--- config.mk ---
export PLATFORM = sky130hd
export DESIGN_NAME = shreg_seq
export DESIGN_NICKNAME = d
export VERILOG_FILES = /design/src/rtl/shreg_pkg.sv /design/src/rtl/shreg_step_cnt.sv /design/src/rtl/shreg_seq.sv
export SDC_FILE = /design/constraint.sdc
export NUM_CORES = 1
export LEC_CHECK = 0
export BUFFER_PORTS_ARGS = -buffer_cell sky130_fd_sc_hd__buf_2
export CAP_MARGIN = 10
export CORE_AREA = 2 2 49 51
export DETAILED_ROUTE_END_ITERATION = 6
export DIE_AREA = 0 0 51 53
export GPL_ROUTABILITY_DRIVEN = 0
export PLACE_DENSITY_LB_ADDON = 0.12
export SYNTH_ARGS = -nofsm -noshare
export SYNTH_HDL_FRONTEND = slang
export SYNTH_SLANG_ARGS = --single-unit
--- constraint.sdc ---
create_clock -name clk -period 2.7 [get_ports clk]
set_clock_uncertainty 0.15 [all_clocks]
set_input_delay 0.27 -clock clk [delete_from_list [all_inputs] [get_ports clk]]
set_output_delay 0.27 -clock clk [all_outputs]
set_load 0.01 [all_outputs]
--- src/rtl/shreg_pkg.sv ---
// Shared encodings for the shreg command sequencer: shreg mode selects, op codes, FSM states.
// Also holds the small helpers that classify op codes.
package shreg_pkg;

    // Mode select driven onto shreg's c input
    localparam logic [1:0] SEL_HOLD = 2'b00;
    localparam logic [1:0] SEL_SHR  = 2'b01;
    localparam logic [1:0] SEL_SHL  = 2'b10;
    localparam logic [1:0] SEL_LOAD = 2'b11;

    // Command op codes
    localparam logic [2:0] OP_NOP  = 3'b000;
    localparam logic [2:0] OP_LOAD = 3'b001;
    localparam logic [2:0] OP_SHL  = 3'b010;
    localparam logic [2:0] OP_SHR  = 3'b011;
    localparam logic [2:0] OP_ROL  = 3'b100;
    localparam logic [2:0] OP_ROR  = 3'b101;
    localparam logic [2:0] OP_ASR  = 3'b110;
    localparam logic [2:0] OP_RSVD = 3'b111;

    typedef enum logic [0:0] {
        StIdle = 1'b0,
        StRun  = 1'b1
    } state_e;

    function automatic logic is_shift(input logic [2:0] op);
        return (op == OP_SHL) || (op == OP_SHR) || (op == OP_ROL) ||
               (op == OP_ROR) || (op == OP_ASR);
    endfunction

    function automatic logic [1:0] op_sel(input logic [2:0] op);
        logic [1:0] sel;
        sel = SEL_HOLD;
        case (op)
            OP_LOAD:                 sel = SEL_LOAD;
            OP_SHL, OP_ROL:          sel = SEL_SHL;
            OP_SHR, OP_ROR, OP_ASR:  sel = SEL_SHR;
            default:                 sel = SEL_HOLD;
        endcase
        return sel;
    endfunction

endpackage

--- src/rtl/shreg_step_cnt.sv ---
// Loadable down-counter tracking the remaining shreg steps of the current op.
// last is high while exactly one step remains.
module shreg_step_cnt
    import shreg_pkg::*;
#(
    parameter int unsigned AMT_W = 3
) (
    input  logic             clk,
    input  logic             clr,
    input  logic             load,
    input  logic [AMT_W-1:0] load_val,
    input  logic             dec,
    output logic             last
);

    logic [AMT_W-1:0] cnt_q;
    logic [AMT_W-1:0] cnt_d;

    always_comb begin
        cnt_d = cnt_q;
        if (load) begin
            cnt_d = load_val;
        end else if (dec && (cnt_q != '0)) begin
            cnt_d = cnt_q - AMT_W'(1);
        end
    end

    always_ff @(posedge clk or negedge clr) begin
        if (!clr) begin
            cnt_q <= '0;
        end else begin
            cnt_q <= cnt_d;
        end
    end

    assign last = (cnt_q == AMT_W'(1));

endmodule

--- src/rtl/shreg_seq.sv ---
// Command sequencer for the 4-bit universal shift register: turns one accepted op into
// a run of registered shreg mode selects plus the carry bits that feed each step.
module shreg_seq
    import shreg_pkg::*;
#(
    parameter int unsigned W     = 4,
    parameter int unsigned AMT_W = 3
) (
    input  logic             clk,
    input  logic             clr,
    input  logic             cmd_valid,
    output logic             cmd_ready,
    input  logic [2:0]       cmd_op,
    input  logic [AMT_W-1:0] cmd_amt,
    input  logic [W-1:0]     cmd_data,
    input  logic             fill_bit,
    input  logic [W-1:0]     q_in,
    output logic [1:0]       c,
    output logic [W-1:0]     data_in,
    output logic             carry_msb,
    output logic             carry_lsb,
    output logic             busy,
    output logic             done
);

    state_e           state_q, state_d;
    logic [2:0]       op_q, op_d;
    logic [1:0]       c_q, c_d;
    logic [W-1:0]     data_in_q, data_in_d;
    logic             done_q, done_d;

    logic             cnt_load;
    logic [AMT_W-1:0] cnt_load_val;
    logic             cnt_dec;
    logic             cnt_last;

    // Only the end bits of the register feed rotate/ASR fill.
    logic             unused_q_mid;
    assign unused_q_mid = ^q_in[W-2:1];

    shreg_step_cnt #(
        .AMT_W(AMT_W)
    ) u_step_cnt (
        .clk     (clk),
        .clr     (clr),
        .load    (cnt_load),
        .load_val(cnt_load_val),
        .dec     (cnt_dec),
        .last    (cnt_last)
    );

    always_ff @(posedge clk or negedge clr) begin
        if (!clr) begin
            state_q   <= StIdle;
            op_q      <= OP_NOP;
            c_q       <= SEL_HOLD;
            data_in_q <= '0;
            done_q    <= 1'b0;
        end else begin
            state_q   <= state_d;
            op_q      <= op_d;
            c_q       <= c_d;
            data_in_q <= data_in_d;
            done_q    <= done_d;
        end
    end

    always_comb begin
        state_d      = state_q;
        op_d         = op_q;
        c_d          = c_q;
        data_in_d    = data_in_q;
        done_d       = 1'b0;
        cnt_load     = 1'b0;
        cnt_load_val = AMT_W'(1);
        cnt_dec      = 1'b0;
        unique case (state_q)
            StIdle: begin
                if (cmd_valid) begin
                    state_d  = StRun;
                    op_d     = (cmd_op == OP_RSVD) ? OP_NOP : cmd_op;
                    cnt_load = 1'b1;
                    // Zero-length shifts, NOP and reserved spend one cycle holding.
                    if (is_shift(cmd_op) && (cmd_amt != '0)) begin
                        cnt_load_val = cmd_amt;
                        c_d          = op_sel(cmd_op);
                    end else if (cmd_op == OP_LOAD) begin
                        c_d = SEL_LOAD;
                    end else begin
                        c_d = SEL_HOLD;
                    end
                    data_in_d = (cmd_op == OP_LOAD) ? cmd_data : '0;
                end
            end
            StRun: begin
                cnt_dec = 1'b1;
                if (cnt_last) begin
                    state_d   = StIdle;
                    c_d       = SEL_HOLD;
                    data_in_d = '0;
                    done_d    = 1'b1;
                end
            end
            default: begin
                state_d = StIdle;
            end
        endcase
    end

    always_comb begin
        carry_msb = 1'b0;
        carry_lsb = 1'b0;
        if (state_q == StRun) begin
            case (op_q)
                OP_SHL:  carry_lsb = fill_bit;
                OP_SHR:  carry_msb = fill_bit;
                OP_ROL:  carry_lsb = q_in[W-1];
                OP_ROR:  carry_msb = q_in[0];
                OP_ASR:  carry_msb = q_in[W-1];
                default: begin
                    carry_msb = 1'b0;
                    carry_lsb = 1'b0;
                end
            endcase
        end
    end

    assign cmd_ready = (state_q == StIdle);
    assign busy      = (state_q == StRun);
    assign c         = c_q;
    assign data_in   = data_in_q;
    assign done      = done_q;

endmodule

# ---- After elaboration in Yosys (flattened, before gate mapping)
# Index checks and enable logic that the tools add are counted.
dict set report word_totals {
  ff_bits 14
  memories 0
  out_inout_bits 11
  latch_bits 0
  inputBits 18
  elab_cells 63
  rom_bits 0
  mem_bits_rw 0
}
dict set report classes {
  n_mux 27
  div 0
  magnitude_cmp 0
  bitwise 1
  eq_ne 15
  n_mul 0
  n_reduce_logical 13
  addsub 1
  shift 0
}
# cell count
set op_table {}
lappend op_table {{$eq 3x3->1 const B} 7}
lappend op_table {{$mux 3} 6}
lappend op_table {{$eq 3x2->1 const B} 4}
lappend op_table {{$mux 4} 3}
lappend op_table {{$mux 1} 8}
lappend op_table {{$mux 2} 4}
lappend op_table {{$pmux 4 s2} 1}
lappend op_table {{$eq 3x1->1 const B} 2}
lappend op_table {{$pmux 2 s3} 1}
lappend op_table {{$reduce_bool 3->1} 2}
lappend op_table {{$logic_or 1x1->1} 4}
lappend op_table {{$pmux 1 s2} 2}
lappend op_table {{$pmux 2 s2} 1}
lappend op_table {{$reduce_and 2->1} 2}
lappend op_table {{$pmux 1 s3} 1}
lappend op_table {{$reduce_or 3->1} 1}
lappend op_table {{$sub 3x1->3 const B} 1}
lappend op_table {{$logic_and 1x1->1} 2}
lappend op_table {{$ne 2x1->1 const B} 1}
lappend op_table {{$ne 2x2->1 const B} 1}
lappend op_table {{$reduce_bool 2->1} 1}
lappend op_table {{$reduce_or 2->1} 1}
lappend op_table {{$not 1->1} 1}

# ---- Longest topological paths before layout
# Gate-level depths: netlist of run 1.
dict set report depth {
  word_depth 10
  mapped_depth 6
  depth_no_buf 6
}

# ---- By module
# A second synthesis of run 1 with hierarchy kept.
dict set report hier_totals {
  hier_cells 86
  area_unflattened_um2 828.3
}
# module cells_each area_per_inst_um2 n_inst seq_area_each_um2
set by_module_without_submodules {}
lappend by_module_without_submodules {shreg_seq 62 606.8 1 275.3}
lappend by_module_without_submodules {shreg_step_cnt 24 221.5 1 75.1}

# ---- Least setup slack after synthesis of run 1
# No wires, ideal clock.
dict set report synth_path {
  kind {register to register}
  start {register state_q, in the netlist busy}
  end {register u_step_cnt.cnt_q[0]}
  setup_ns 0.125
  synth_period_minus_slack_ns 1.435
  n_path_buf 1
  setup_slack_ns 1.265
  stages_incl_launch_ff 4
  arrival_time_ns 1.161
  path_cell_list {dfrtp_1 > buf_6 > o21ai_0 > mux2_2}
}
dict set report synth_between {
  elab_chain_cells 3
}
# item line
set synth_lines {}
lappend synth_lines {{from (decl)} shreg_seq.sv:26} ;# state_e state_q, state_d;
lappend synth_lines {{from (signal assigned)} shreg_seq.sv:54} ;# state_q <= StIdle;
lappend synth_lines {{from (signal assigned)} shreg_seq.sv:60} ;# state_q <= state_d;
lappend synth_lines {{$mux 1} shreg_seq.sv:77} ;# unique case (state_q)
lappend synth_lines {{$logic_and 1x1->1} shreg_step_cnt.sv:23} ;# end else if (dec && (cnt_q != '0)) begin
lappend synth_lines {{$reduce_bool 2->1 (no line)} -}
lappend synth_lines {{to (signal assigned)} shreg_step_cnt.sv:32} ;# cnt_q <= cnt_d;
lappend synth_lines {{to (decl)} shreg_step_cnt.sv:16} ;# logic [AMT_W-1:0] cnt_q;
# Parallel ways exist; a longest one is shown, timed or not.
# A chain may end at the register's enable or synchronous reset.

# ---- Worst setup path in the final report of run 1
dict set report layout_path {
  start {register state_q, in the netlist busy}
  end {output carry_lsb}
}
dict set report layout_between {
  elab_chain_cells 1
}
# item line
set layout_lines {}
lappend layout_lines {{$mux 1} shreg_seq.sv:113} ;# if (state_q == StRun) begin
lappend layout_lines {{to (decl)} shreg_seq.sv:21} ;# output logic carry_lsb,
# Every way passes these cells.

==> flow_summary.json, run 1 <==
{
  "clock_path_buffers": 2,
  "outcome": "finished clean",
  "hp-class": "in -> reg",
  "yosysMostFrequentCell": "dfrtp_1",
  "rows": 17,
  "ys_warn_count": 0,
  "place.detailed.hpwl_mm": 1.27,
  "drt_wl_total_mm": 1.64,
  "yosysTopAreaCellShare": 0.420,
  "synth_top_flop_cell": "dfrtp_1",
  "setup_viol_count_final": 0,
  "vias": 670,
  "fmax_mhz": 560,
  "worstPathArrival_ns": 1.37,
  "core_um2": 2150,
  "synth_edf_count": 0,
  "synth.net_count": 104,
  "rsz0062_at_grt": "false",
  "hold-worst-slack_ns": 0.0685,
  "drtPass1Iterations": 4,
  "grt_pass1_wl_mm": 2.69,
  "crit_type": "reg -> out",
  "synthesis.instances": 83,
  "port_buffers": 26,
  "h-tree-depth": 1,
  "use_met2": 0.184,
  "yosys-top-cells-area": "dfrtp_1 42%, ha_1 4.5%, a22o_1 4.2%, nand2_1 4.0%, buf_6 4.0%",
  "p_per_area_nw_per_um2": 852,
  "postSynthAreaPerCell_um2": 10.1,
  "synth_common_cells": "14 x dfrtp_1, 9 x nand2_1, 6 x nand3_1",
  "area_growth_syn_to_layout_pct": 18.7,
  "critical_path_required_ns": 2.28,
  "fin_cells": 137,
  "critPathCaptureType": "primary output",
  "cap_violations": 0,
  "dieArea_um2": 2700,
  "cts_sinks": 14,
  "ios": 29,
  "start_util": 0.388,
  "drive_gt1_frac": 0.321,
  "slew_viol_final": 0,
  "p_leak_uw": 0.000499,
  "ctsResizeCount": 0,
  "finalCritPeriodShare": 0.661,
  "nNetsFinal": 132,
  "finish.utilization": 0.461,
  "wl_per_cell_um": 11.9,
  "numCtsBuffers": 3,
  "tightest_slew_ns": 0.384,
  "top_usage_layer": "met1",
  "cts_tree": "yes",
  "irDropWorstVdd_mv": 0.466,
  "clock_latency_ns": 0.27,
  "ys_seq_elements": 14,
  "met1_usage": 0.199,
  "antenna-diode-count": 0,
  "dpl.cell_count": 133,
  "hold_viol_final": 0,
  "grt_use_total": 0.138,
  "async_flop_share": 1.00,
  "min_period_ns": 1.79,
  "critPathLaunchType": "flip-flop",
  "die_width_um": 51,
  "cp_max_fo": 11,
  "antenna_found_initial": 0,
  "slew_headroom": 0.743,
  "drtIter0Drc": 14,
  "setup-tns-final_ns": 0,
  "drc": 0,
  "syn-cell-area_um2": 835,
  "root_buffer": "clkbuf_4",
  "synth_seq_area_share": 0.420,
  "grt_overflow": 0,
  "ys_types": 33,
  "vias_per_cell": 4.89,
  "cts.reportedPaths.clkPinSlew_ns": 0.08,
  "synth_area_leader_cell": "dfrtp_1",
  "use_met3": 0.0169,
  "die_h_um": 53,
  "grt_pass1_vias": 589,
  "ant_nets": 0,
  "grt_start_max_net_pins": 15
}
==> per-layer routing <==
layer	routed length, µm	up-vias
li1	-	349
met3	69	2
met2	703	19
met4	27	0
met5	0	-
met1	834	300
==> repair_timing <==
item,4_1_cts,5_1_grt
hold endpoints to repair,14,0
buffers inserted,0,0
hold buffers,1,0
==> final cells by class <==
type,count,area (µm²)
fill,214,1160
inverter,4,15.0
timing repair buffer,27,140
sequential,14,350
multi-input combinational,61,428
clock buffer,3,22.5
tap,28,35.0
==> cells in the final DEF, fill, tap and decap left out, types with 2 or more instances in the layout <==
| cell type | Yosys | routed |
|---|---|---|
| nor3_1 | 2 | 2 |
| ha_1 | 3 | 3 |
| clkbuf_4 | 0 | 3 |
| a21oi_1 | 3 | 3 |
| buf_2 | 0 | 26 |
| nand3_1 | 6 | 6 |
| mux2i_1 | 2 | 2 |
| nor2_1 | 4 | 4 |
| a22o_1 | 4 | 4 |
| o21ai_0 | 3 | 3 |
| a41oi_1 | 2 | 2 |
| dfrtp_1 | 14 | 14 |
| xnor2_1 | 2 | 2 |
| and3b_1 | 3 | 3 |
| inv_1 | 4 | 4 |
| nand2_1 | 9 | 9 |
| nor2b_1 | 2 | 2 |
==> critical path, cell delays in order (launching register included) <==
cell and delay [ns]:
dfrtp_1 0.58, inv_1 0.17, nor3_1 0.20, buf_2 0.15
==> stage by stage <==
stage          cell area [µm²]  total power [µW]  setup WS (ns)
6_report                   991               844          0.915
5_1_grt                    991               929          0.771
4_1_cts                    991               858          0.888
3_5_place_dp               958               741           1.14
3_3_place_gp               958               739           1.14
2_1_floorplan              835               642           1.26
==> state kept, by name (all words and copies together), names as in the netlist <==
name              count
data_in               4
op_q                  3
u_step_cnt.cnt_q      3
c                     2
busy                  1
done                  1
==> cell families after synthesis <==
family	synth area share
compound gates	0.148
xor+xnor	0.0210
fa+ha+maj	0.0450
buf+inv	0.0675
flops	0.420
mux	0.0375
simple gates	0.261
==> path summary, 6_finish.rpt <==
| path | from | endpoint | slack [ns] | cells after the start |
|---|---|---|---|---|
| worst max-delay path | busy$_DFF_PN0_ | carry_lsb | 0.91 | 3 |
| worst max register to register | u_step_cnt.cnt_q[0]$_DFFE_PN0P_ | data_in[2]$_DFFE_PN0P_ | 1.14 | 5 |
| max in group asynchronous | clr | data_in[0]$_DFFE_PN0P_ | 1.89 | 2 |
| worst min-delay path | cmd_data[1] | data_in[1]$_DFFE_PN0P_ | 0.07 | 2 |
| worst min register to register | c[0]$_DFFE_PN0P_ | c[0]$_DFFE_PN0P_ | 0.35 | 1 |
| min in group asynchronous | clr | u_step_cnt.cnt_q[2]$_DFFE_PN0P_ | 0.27 | 2 |
==> power breakdown <==
group	switching [µW]	leakage, µW	internal, µW
registers	69.0	0.000180	286
clock network	58.6	0.0000138	51.5
logic	195	0.000306	183
(Power assumes the default switching activity.)
==> inputs of run 2 (changes only) <==
- clock period: 2.7 -> 1.6 ns (I/O delays scaled with it)
==> run 2 against run 1 <==
  * First-iteration DRC count decreased by 57%
  * Routed wire length rose by 7.0%
  * Critical path depth is 1 higher
  * Utilization up 6.0 points
  * Sequential share of layout area down 4.0 points
  * Largest power group unchanged
  * Global-route usage rose by 0.30 points
  * Die area unchanged
  * Register-to-register slack got worse by 1.0 ns
  * Via count up 8.1%
  * Largest cell class unchanged
  * Sequential power increased by 63%
==> flow_summary.json, run 2 (synthesized netlist as in run 1, its figures left out) <==
{
  "core_um2": 2150,
  "grt_use_total": 0.141,
  "crit_chain": "and3b_1 -> o21ai_1 -> a21oi_1 -> buf_2",
  "setup_ws_ns": 0.0591,
  "num-fill-cells": 213,
  "port_buffers": 26,
  "root_buffer": "clkbuf_4",
  "largest_reg_flops": 4,
  "finalCritPeriodShare": 0.963,
  "hp-class": "in -> reg",
  "hold_viol_final": 0,
  "rows": 17,
  "hold-worst-slack_ns": 0.0364,
  "final_cell_mix": "26 x buf_2, 13 x dfrtp_1, 9 x nand2_1, 9 x buf_4, 6 x nand3_1",
  "vias": 724,
  "drive_gt1_frac": 0.398,
  "cts_sinks": 14,
  "ios": 29,
  "final_common_cell": "buf_2",
  "rsz0062_at_grt": "true",
  "clock_path_buffers": 2,
  "numCtsBuffers": 3,
  "antenna_found_initial": 0,
  "ant_nets": 0,
  "critical_path_required_ns": 1.29,
  "grt_pass1_vias": 608,
  "dpl.cell_count": 138,
  "grt_start_max_net_pins": 15,
  "die_h_um": 53,
  "final_area_um2": 1120,
  "setup_viol_count_final": 0,
  "p_leak_uw": 0.000568,
  "worstPathArrival_ns": 1.23,
  "area_growth_syn_to_layout_pct": 34.2,
  "cp_slowest_cell": "dfrtp_1",
  "slew_viol_final": 0,
  "dieArea_um2": 2700,
  "cts.reportedPaths.clkPinSlew_ns": 0.08,
  "grt_pass1_wl_mm": 2.76,
  "fin_cells": 151,
  "grt_overflow": 0,
  "outcome": "finished clean",
  "wl_per_cell_um": 11.6,
  "critPathLaunchType": "flip-flop",
  "p_per_area_nw_per_um2": 1490,
  "die_width_um": 51,
  "finish.utilization": 0.521,
  "place_area_um2": 996,
  "max_stage_delay_ns": 0.41,
  "cp_max_fo": 5,
  "drtPass1Iterations": 3,
  "h-tree-depth": 1,
  "nNetsFinal": 145,
  "cap_violations": 0,
  "critPathCaptureType": "primary output",
  "crit_type": "reg -> out",
  "tightest_slew_ns": 0.314,
  "place.detailed.hpwl_mm": 1.30,
  "clock_latency_ns": 0.28,
  "drt_wl_total_mm": 1.75,
  "cts_tree": "yes",
  "vias_per_cell": 4.79,
  "drtIter0Drc": 6,
  "irDropWorstVdd_mv": 0.696,
  "drc": 0,
  "start_util": 0.388,
  "antenna-diode-count": 0,
  "min_period_ns": 1.54,
  "pre_cts_ws_ns": 0.0650,
  "slew_headroom": 0.790,
  "fmax_mhz": 649
}
==> run 2: repair_timing <==
item                                    4_1_cts  5_1_grt
gates cloned                                  0        0
endpoints found under the hold margin        18        0
endpoints found under the setup margin        2        5
resized for setup                             1        5
buffers inserted                              0        4
hold buffers                                  5        0
==> run 2: power by group <==
| part | internal [µW] | total [µW] | switching [µW] |
|---|---|---|---|
| registers | 486 | 580 | 94.6 |
| logic | 443 | 834 | 391 |
| clock network | 138 | 253 | 115 |
==> run 2: per-layer routing <==
layer,vias to the layer above,share of wire,wire (µm),global-route usage
li1,376,-,-,-
met1,323,0.49,861,0.208
met2,21,0.44,772,0.190
met3,4,0.046,81,0.0169
met4,0,0.020,35,0.0946
met5,-,0,0,0
==> run 2: layout make-up <==
type                       instances  area (µm²)  area share
multi-input combinational         61         434       0.388
sequential                        14         352       0.314
timing repair buffer              40         248       0.221
clock buffer                       4        36.3      0.0324
tap                               28        35.0      0.0313
inverter                           4        15.0      0.0134
==> run 2: worst paths after layout <==
kind	from	to	slack, ns	cells after the start
max reg2reg	u_step_cnt.cnt_q[0]$_DFFE_PN0P_	u_step_cnt.cnt_q[0]$_DFFE_PN0P_	0.12	5
max	op_q[2]$_DFFE_PN0P_	carry_msb	0.06	4
min in group asynchronous	clr	u_step_cnt.cnt_q[2]$_DFFE_PN0P_	0.14	2
min reg2reg	c[0]$_DFFE_PN0P_	c[0]$_DFFE_PN0P_	0.35	1
min	cmd_op[0]	op_q[0]$_DFFE_PN0P_	0.04	3
max in group asynchronous	clr	busy$_DFF_PN0_	0.90	2
==> run 2: through the flow <==
| step | power, µW | setup TNS [ns] |
|---|---|---|
| final | 1670 | 0 |
| after detailed placement | 1340 | 0 |
| after global placement | 1330 | 0 |
| after global routing | 1830 | -0.0703 |
| after floorplan | 1080 | 0 |
| after CTS | 1610 | 0 |
==> run 2: worst max-delay path, delay by kind of cell (launching register included) <==
family / cells / cell delay, ns
flops: 1 / 0.41
simple gates: 1 / 0.21
buf+inv: 1 / 0.14
compound gates: 2 / 0.19
==> inputs of run 3 (changes only) <==
- CORE_AREA: 2 2 49 51 -> 2 2 45 47
- DIE_AREA: 0 0 51 53 -> 0 0 47 49
- clock period: 1.6 -> 1.75 ns (I/O delays scaled with it)
==> run 3 against run 2 <==
  * Combinational power fell by 28%
  * Flip-flop and latch count stayed put
  * Critical path depth stayed put
  * Worst setup slack better by 0.096 ns
  * Register-to-register slack better by 0.10 ns
  * Routed wire length grew 2.6%
  * Hold slack better by 0.024 ns
  * Clock power decreased by 8.7%
==> flow_summary.json, run 3 (synthesized netlist as in run 1, its figures left out) <==
{
  "final_area_um2": 1050,
  "die_width_um": 47,
  "rsz0062_at_grt": "false",
  "hp-class": "in -> reg",
  "clock_latency_ns": 0.28,
  "drtPass1Iterations": 4,
  "drt_wl_total_mm": 1.80,
  "tightest_slew_ns": 0.346,
  "antenna_found_initial": 0,
  "nNetsFinal": 137,
  "cap_violations": 0,
  "post_cts_buffers": 0,
  "grt_overflow": 0,
  "place_area_um2": 965,
  "outcome": "finished clean",
  "place.detailed.hpwl_mm": 1.41,
  "drive_gt1_frac": 0.330,
  "critical_path_required_ns": 1.42,
  "cp_slowest_cell": "dfrtp_1",
  "vias": 719,
  "min_period_ns": 1.60,
  "area_growth_syn_to_layout_pct": 26.1,
  "finalCritPeriodShare": 0.912,
  "worstPathArrival_ns": 1.27,
  "cts_sinks": 14,
  "grt_pass1_vias": 772,
  "grt_start_max_net_pins": 15,
  "vias_per_cell": 5.06,
  "setup-tns-final_ns": 0,
  "dieArea_um2": 2300,
  "setup_viol_count_final": 0,
  "drc": 0,
  "critPathCaptureType": "primary output",
  "core_um2": 1840,
  "die_h_um": 49,
  "antenna-diode-count": 0,
  "fmax_mhz": 627,
  "wl_per_cell_um": 12.6,
  "pre_cts_ws_ns": 0.221,
  "critPathLaunchType": "flip-flop",
  "root_buffer": "clkbuf_4",
  "final_cell_mix": "26 x buf_2, 13 x dfrtp_1, 9 x nand2_1",
  "p_leak_uw": 0.000528,
  "ios": 29,
  "cts_tree": "yes",
  "finish.utilization": 0.571,
  "cts.reportedPaths.clkPinSlew_ns": 0.08,
  "port_buffers": 26,
  "setup_ws_ns": 0.155,
  "irDropWorstVdd_mv": 0.600,
  "hold_viol_final": 0,
  "ant_nets": 0,
  "h-tree-depth": 1,
  "largest_reg_flops": 4,
  "grt_pass1_wl_mm": 3.32,
  "max_stage_delay_ns": 0.42,
  "numCtsBuffers": 3,
  "slew_viol_final": 0,
  "cp_max_fo": 5,
  "drtIter0Drc": 11,
  "slew_headroom": 0.769,
  "clock_path_buffers": 2,
  "final_common_cell": "buf_2",
  "rows": 16,
  "start_util": 0.453,
  "crit_chain": "and3b_1 -> o21ai_0 -> a21oi_1 -> buf_2",
  "p_per_area_nw_per_um2": 1320,
  "grt_use_total": 0.194,
  "crit_type": "reg -> out"
}
## run 3: cell types whose count changed in the layout (fill, tap and decap cells not counted), sizes merged
| cell | delta |
|---|---|
| buf | -8 |
## run 3: worst paths after layout
check                                                startpoint                endpoint  slack (ns)  cells past startpoint
worst max register to register  u_step_cnt.cnt_q[0]$_DFFE_PN0P_  data_in[3]$_DFFE_PN0P_        0.22                      5
max in group asynchronous                                   clr          busy$_DFF_PN0_        1.01                      2
worst min register to register                 c[0]$_DFFE_PN0P_        c[0]$_DFFE_PN0P_        0.35                      1
worst max-delay path                        op_q[0]$_DFFE_PN0P_               carry_msb        0.15                      4
min in group asynchronous                                   clr        c[0]$_DFFE_PN0P_        0.17                      2
worst min-delay path                                  cmd_op[0]     op_q[0]$_DFFE_PN0P_        0.06                      3
## run 3: cell type report
class	instances	area, µm²
repair buffers	32	188
clock buffers	4	36.3
inverters	4	15.0
multi-input cells	61	428
flip-flops and latches	14	352
fillers	187	790
well taps	27	33.8
## run 3: power breakdown
group          total, µW  switching [µW]  internal, µW
Combinational        604             308           296
Sequential           554             110           444
Clock                231             105           126
## run 3: per-layer routing
metal / up-vias / GRT usage / share of wire
li1: 361 / - / -
met5: - / 0 / 0
met1: 340 / 0.264 / 0.45
met2: 16 / 0.304 / 0.51
met3: 2 / 0.0333 / 0.036
met4: 0 / 0.0648 / 0.0050
## run 3: worst max-delay path: cells and delay by family, from the launching register on
kind            cells  cell delay [ns]
compound gates      2             0.24
buf+inv             1             0.14
simple gates        1             0.19
flops               1             0.42
## run 3: per-stage QoR
stage	hold WS, ns	cells	power, µW
5_1_grt	0.0633	142	1530
3_3_place_gp	-0.0634	133	1150
4_1_cts	0.0587	142	1410
6_report	0.0602	142	1390
3_5_place_dp	-0.0521	133	1160
2_1_floorplan	-0.271	83	991
## run 3: timing repair
item                                    4_1_cts  5_1_grt
endpoints found under the setup margin        0        2
hold buffers                                  5        0
hold endpoints to repair                     18        0
gates resized for setup                       0        1
